$ cat config.mk
export PLATFORM = sky130hd
export DESIGN_NAME = pe42_d_flat
export DESIGN_NICKNAME = d
export VERILOG_FILES = /design/src/rtl/pe42_pkg.sv /design/src/rtl/pe42_d_if.sv /design/src/rtl/pe42_enc_comb.sv /design/src/rtl/pe42_d.sv /design/src/flat_wrapper.sv
export SDC_FILE = /design/constraint.sdc
export NUM_CORES = 1
export LEC_CHECK = 0
export ABC_AREA = 1
export ABC_CLOCK_PERIOD_IN_PS = 800
export BUFFER_PORTS_ARGS = -buffer_cell sky130_fd_sc_hd__buf_2
export CAP_MARGIN = 20
export CORE_AREA = 2 2 39 41
export DETAILED_ROUTE_END_ITERATION = 8
export DIE_AREA = 0 0 41 43
export PLACE_DENSITY_LB_ADDON = 0.3
export SETUP_SLACK_MARGIN = 0.4
export SYNTH_ARGS = -nofsm -noshare
export SYNTH_HDL_FRONTEND = slang
export SYNTH_SLANG_ARGS = --single-unit
$ cat constraint.sdc
create_clock -name clk -period 0.8 [get_ports clk]
set_input_delay 0.12 -clock clk [delete_from_list [all_inputs] [get_ports clk]]
set_output_delay 0.12 -clock clk [all_outputs]
set_load 0.1 [all_outputs]
$ cat src/rtl/pe42_pkg.sv
// pe42_pkg: shared types and constants for the pe42_d priority encoder.
//   CODE_W          width of the encoded index
//   code_t          encoded index type
//   CODE_Y0..Y3     index codes for each request line
//   IDLE_CODE       default code when no request line is asserted
package pe42_pkg;

   localparam int CODE_W = 2;

   typedef logic [CODE_W-1:0] code_t;

   localparam code_t CODE_Y0   = 2'b00;
   localparam code_t CODE_Y1   = 2'b01;
   localparam code_t CODE_Y2   = 2'b10;
   localparam code_t CODE_Y3   = 2'b11;
   localparam code_t IDLE_CODE = 2'b00;

endpackage

$ cat src/rtl/pe42_d_if.sv
// pe42_d_if: request/encoded-result bundle for pe42_d.
//   Y0..Y3  request lines (Y3 highest priority)
//   A0, A1  encoded index
//   V       valid, at least one request asserted
//   P       parity of the requests (only with PE42_D_PARITY_EN)
// master: drives requests, observes result. slave: the encoder.
interface pe42_d_if;
   logic Y0;
   logic Y1;
   logic Y2;
   logic Y3;
   logic A0;
   logic A1;
   logic V;
`ifdef PE42_D_PARITY_EN
   logic P;
`endif

   modport master (
      output Y0, Y1, Y2, Y3,
`ifdef PE42_D_PARITY_EN
      input  P,
`endif
      input  A0, A1, V
   );

   modport slave (
      input  Y0, Y1, Y2, Y3,
`ifdef PE42_D_PARITY_EN
      output P,
`endif
      output A0, A1, V
   );
endinterface

$ cat src/rtl/pe42_enc_comb.sv
// pe42_enc_comb: combinational 4-to-2 priority encoder, highest index wins.
//   i_y       request lines [3:0]
//   o_code    encoded index, IDLE_CODE when no request is set
//   o_valid   OR of all requests
//   o_parity  XOR of all requests (only with PE42_D_PARITY_EN)
import pe42_pkg::*;

module pe42_enc_comb #(
   parameter code_t IDLE_CODE = pe42_pkg::IDLE_CODE
) (
   input  logic [3:0] i_y,
`ifdef PE42_D_PARITY_EN
   output logic       o_parity,
`endif
   output code_t      o_code,
   output logic       o_valid
);

   always_comb begin
      o_code = IDLE_CODE;
      if (i_y[3])      o_code = CODE_Y3;
      else if (i_y[2]) o_code = CODE_Y2;
      else if (i_y[1]) o_code = CODE_Y1;
      else if (i_y[0]) o_code = CODE_Y0;
   end

   assign o_valid = |i_y;

`ifdef PE42_D_PARITY_EN
   assign o_parity = ^i_y;
`endif

endmodule

$ cat src/rtl/pe42_d.sv
// pe42_d: 4-to-2 priority encoder with optional output register.
//   clk   system clock, rising edge
//   rst   asynchronous active-high reset (clears registered outputs)
//   bus   pe42_d_if.slave: Y0..Y3 in, A1:A0 / V (/ P) out
// Parameters:
//   REG_OUT   1 = outputs registered (1-cycle latency), 0 = combinational
//   IDLE_CODE code driven on A1:A0 when no request is asserted
// Macro PE42_D_PARITY_EN adds output P = Y3^Y2^Y1^Y0 with the same timing.
import pe42_pkg::*;

module pe42_d #(
   parameter bit    REG_OUT   = 1'b1,
   parameter code_t IDLE_CODE = pe42_pkg::IDLE_CODE
) (
   input  logic    clk,
   input  logic    rst,
   pe42_d_if.slave bus
);

   code_t w_code;
   logic  w_valid;
`ifdef PE42_D_PARITY_EN
   logic  w_parity;
`endif

   pe42_enc_comb #(
      .IDLE_CODE (IDLE_CODE)
   ) u_enc (
      .i_y      ({bus.Y3, bus.Y2, bus.Y1, bus.Y0}),
`ifdef PE42_D_PARITY_EN
      .o_parity (w_parity),
`endif
      .o_code   (w_code),
      .o_valid  (w_valid)
   );

   generate
      if (REG_OUT) begin : g_reg
         code_t r_code;
         logic  r_valid;
`ifdef PE42_D_PARITY_EN
         logic  r_parity;
`endif

         always_ff @(posedge clk or posedge rst) begin
            if (rst) begin
               r_code   <= IDLE_CODE;
               r_valid  <= 1'b0;
`ifdef PE42_D_PARITY_EN
               r_parity <= 1'b0;
`endif
            end else begin
               r_code   <= w_code;
               r_valid  <= w_valid;
`ifdef PE42_D_PARITY_EN
               r_parity <= w_parity;
`endif
            end
         end

         assign bus.A1 = r_code[1];
         assign bus.A0 = r_code[0];
         assign bus.V  = r_valid;
`ifdef PE42_D_PARITY_EN
         assign bus.P  = r_parity;
`endif
      end else begin : g_comb
         // Pass-through: clk and rst intentionally have no effect here.
         assign bus.A1 = w_code[1];
         assign bus.A0 = w_code[0];
         assign bus.V  = w_valid;
`ifdef PE42_D_PARITY_EN
         assign bus.P  = w_parity;
`endif
      end
   endgenerate

endmodule

$ cat src/flat_wrapper.sv
// flat-port wrapper written by rule: the top's interface ports become plain ports
module pe42_d_flat 
#(
   parameter bit    REG_OUT   = 1'b1,
   parameter code_t IDLE_CODE = pe42_pkg::IDLE_CODE
)
  (clk, rst, bus_Y0, bus_Y1, bus_Y2, bus_Y3, bus_A0, bus_A1, bus_V);
  pe42_d_if bus_i ();
  input  logic clk;
  input  logic rst;
  input wire logic [$bits(bus_i.Y0)-1:0] bus_Y0;
  input wire logic [$bits(bus_i.Y1)-1:0] bus_Y1;
  input wire logic [$bits(bus_i.Y2)-1:0] bus_Y2;
  input wire logic [$bits(bus_i.Y3)-1:0] bus_Y3;
  output wire logic [$bits(bus_i.A0)-1:0] bus_A0;
  output wire logic [$bits(bus_i.A1)-1:0] bus_A1;
  output wire logic [$bits(bus_i.V)-1:0] bus_V;
  assign bus_i.Y0 = bus_Y0;
  assign bus_i.Y1 = bus_Y1;
  assign bus_i.Y2 = bus_Y2;
  assign bus_i.Y3 = bus_Y3;
  assign bus_A0 = bus_i.A0;
  assign bus_A1 = bus_i.A1;
  assign bus_V = bus_i.V;
  pe42_d #(.REG_OUT(REG_OUT), .IDLE_CODE(IDLE_CODE)) u_core (.clk(clk), .rst(rst), .bus(bus_i));
endmodule
==> impl_metrics.ini <==
[outcome]
status = complete, but fails checks
violations = hold timing, setup timing

[layout]
fin_cells = 40
antennaDiodeCount = 0
final_area_um2 = 254.0
area_growth_pct = 128.1
layout_commonest_cell = buf_2
drive_above_1_share_pct = 62.50
fin_nets = 31
mostFrequentLayoutCells = buf_2, inv_1

[route]
routedWlPerCell_um = 6.025
finalWirelength_um = 241
vias = 97
first_pass_iters = 2
via_per_inst = 2.425
ant_nets = 0
drt_iter0_markers = 2
drcViolationCount = 0

[placed_design]
io_buffers = 8
dp_cells = 36
place_area_um2 = 227.7
gp_congestion = 0.5848
dp_slack_ps = 51.98

[timing]
tns_ps = -572.2
grt_setup_unrepaired = true
timing.final.hold_violations = 3
finalWorstSetupSlack_ps = -191.5
relSlewSlack_pct = 92.33
fmax_mhz = 1009
finalCriticalPeriod_ps = 991.5
report.final.setup_viol = 3
fin_crit_sh_pct = 123.9
hold_ws_ps = -253.4
slew_viol_final = 0
worstMarginPinSlew_ps = 114.9

[critical_path]
worst_setup_path_end_kind = output port
worstPathRequired_ps = 680
slowest_stage = dfrtp_4
worstSetupStartpointType = flop
critPathBufInv = 1
worst_ep_arrival_time_ps = 870
cpPeakStageDelay_ps = 470
cp_cell_sequence = buf_12
criticalPathCategory = flop to output port
cp_max_fo = 1
cp_top_family = flip-flops

[synthesis]
yosysWarningCount = 0
yosysUniqueCellTypes = 5
syn-cell-area_um2 = 111.4
synth.ff_latch_count = 3
syn_nets = 18
syn_avg_cell_area_um2 = 9.280
yosysSeqAreaShare_pct = 67.42
syn_inst = 12

[clock_network]
numCtsBuffers = 3
cts.sinks = 3
htreeDepth = 1
post-cts-setup-buffers = 0
cts_tree = done
cts_root_buf = clkbuf_4
cts.path.max_buffers = 2
clk_pin_slew_ps = 40

[grt]
track_usage_pct = 4.935
overflow = 0
grt_pass1_wl_um = 427
grt_pass1_vias = 101
antenna_found_initial = 0
grt_max_degree = 4

[floorplan]
dieArea_um2 = 1763
ios = 9
die_x_um = 41
row_count = 14
die_y_um = 43
start_util_pct = 8.047
design.core.area_um2 = 1384

[power_and_ir_drop]
internal-power_uw = 391.8
ir_drop_uv = 348.5
p_sw_uw = 153.7
power_uw = 545.5
p_leak_uw = 0.0001229
p_seq_share_pct = 31.1
pwr-share-comb_pct = 20.2
swShare_pct = 28.17
p_per_area_nw_per_um2 = 2148
p_clk_share_pct = 48.6

[flow_run]
max_cap_violations = 0

[worst_hold_path]
holdCritPathClass = input pin to async pin
==> routing by layer <==
layer / track usage (%) / part of all wire (%)
met5: 0 / 0
met4: 10.00 / 6.2
met3: 4.712 / 15
met2: 3.438 / 31
met1: 4.545 / 48
==> power by group through the flow <==
stage                     clock network (uW)  logic (uW)  registers (uW)
final                                    265         110             170
after global routing                     306         117             170
after CTS                                281         111             170
after detailed placement                   0         111             172
after global placement                     0         111             172
after floorplan                            0        11.2             222
==> sequential cells by signal, indices dropped and copies added, names as in the netlist <==
| register | count |
|---|---|
| u_core.g_reg.r_code | 2 |
| u_core.bus.V | 1 |
==> synth_stat cells <==
library cell / instances / area [um^2]
dfrtp_1: 3 / 75.07
nand2_1: 3 / 11.26
nor2_1: 1 / 3.750
nor2_2: 1 / 6.260
inv_1: 4 / 15.01
==> final timing paths <==
kind                                                   from                          endpoint  slack, ps  depth (start not counted)
max                        u_core.g_reg.r_code[1]$_DFF_PP0_                            bus_A1       -190                          1
min                                                     rst  u_core.g_reg.r_code[1]$_DFF_PP0_       -250                          2
max in group asynchronous                               rst            u_core.bus.V$_DFF_PP0_        910                          2
min in group clk                                     bus_Y0            u_core.bus.V$_DFF_PP0_         80                          3
==> logic make-up (layout without fill, tap and decap cells) <==
logic type / Yosys count / after routing / synth area share, %
simple gates: 5 / 5 / 19.10
flops: 3 / 3 / 67.41
buf+inv: 4 / 16 / 13.48
==> cell type report <==
class / instances / area, um^2
fill: 157 / 1130
tap: 16 / 20.02
sequential: 3 / 86.33
timing repair buffer: 8 / 85.08
inverter: 4 / 15.01
clock buffer: 4 / 26.28
multi-input combinational: 5 / 21.27
==> timing repair <==
| item | 4_1_cts | 5_1_grt |
|---|---|---|
| endpoints found under the hold margin | 3 | 3 |
| resized for setup | 0 | 0 |
| endpoints found under the setup margin | 3 | 3 |
==> stage by stage <==
step / hold WS [ps] / util (%)
final: -253.4 / 18.35
after CTS: -256.3 / 18.35
after floorplan: -126.3 / -
after global placement: -4.570 / 16.46
after detailed placement: -5.035 / 16.46
after global routing: -262.6 / 18.35
Power figures use the tool's default switching activity.
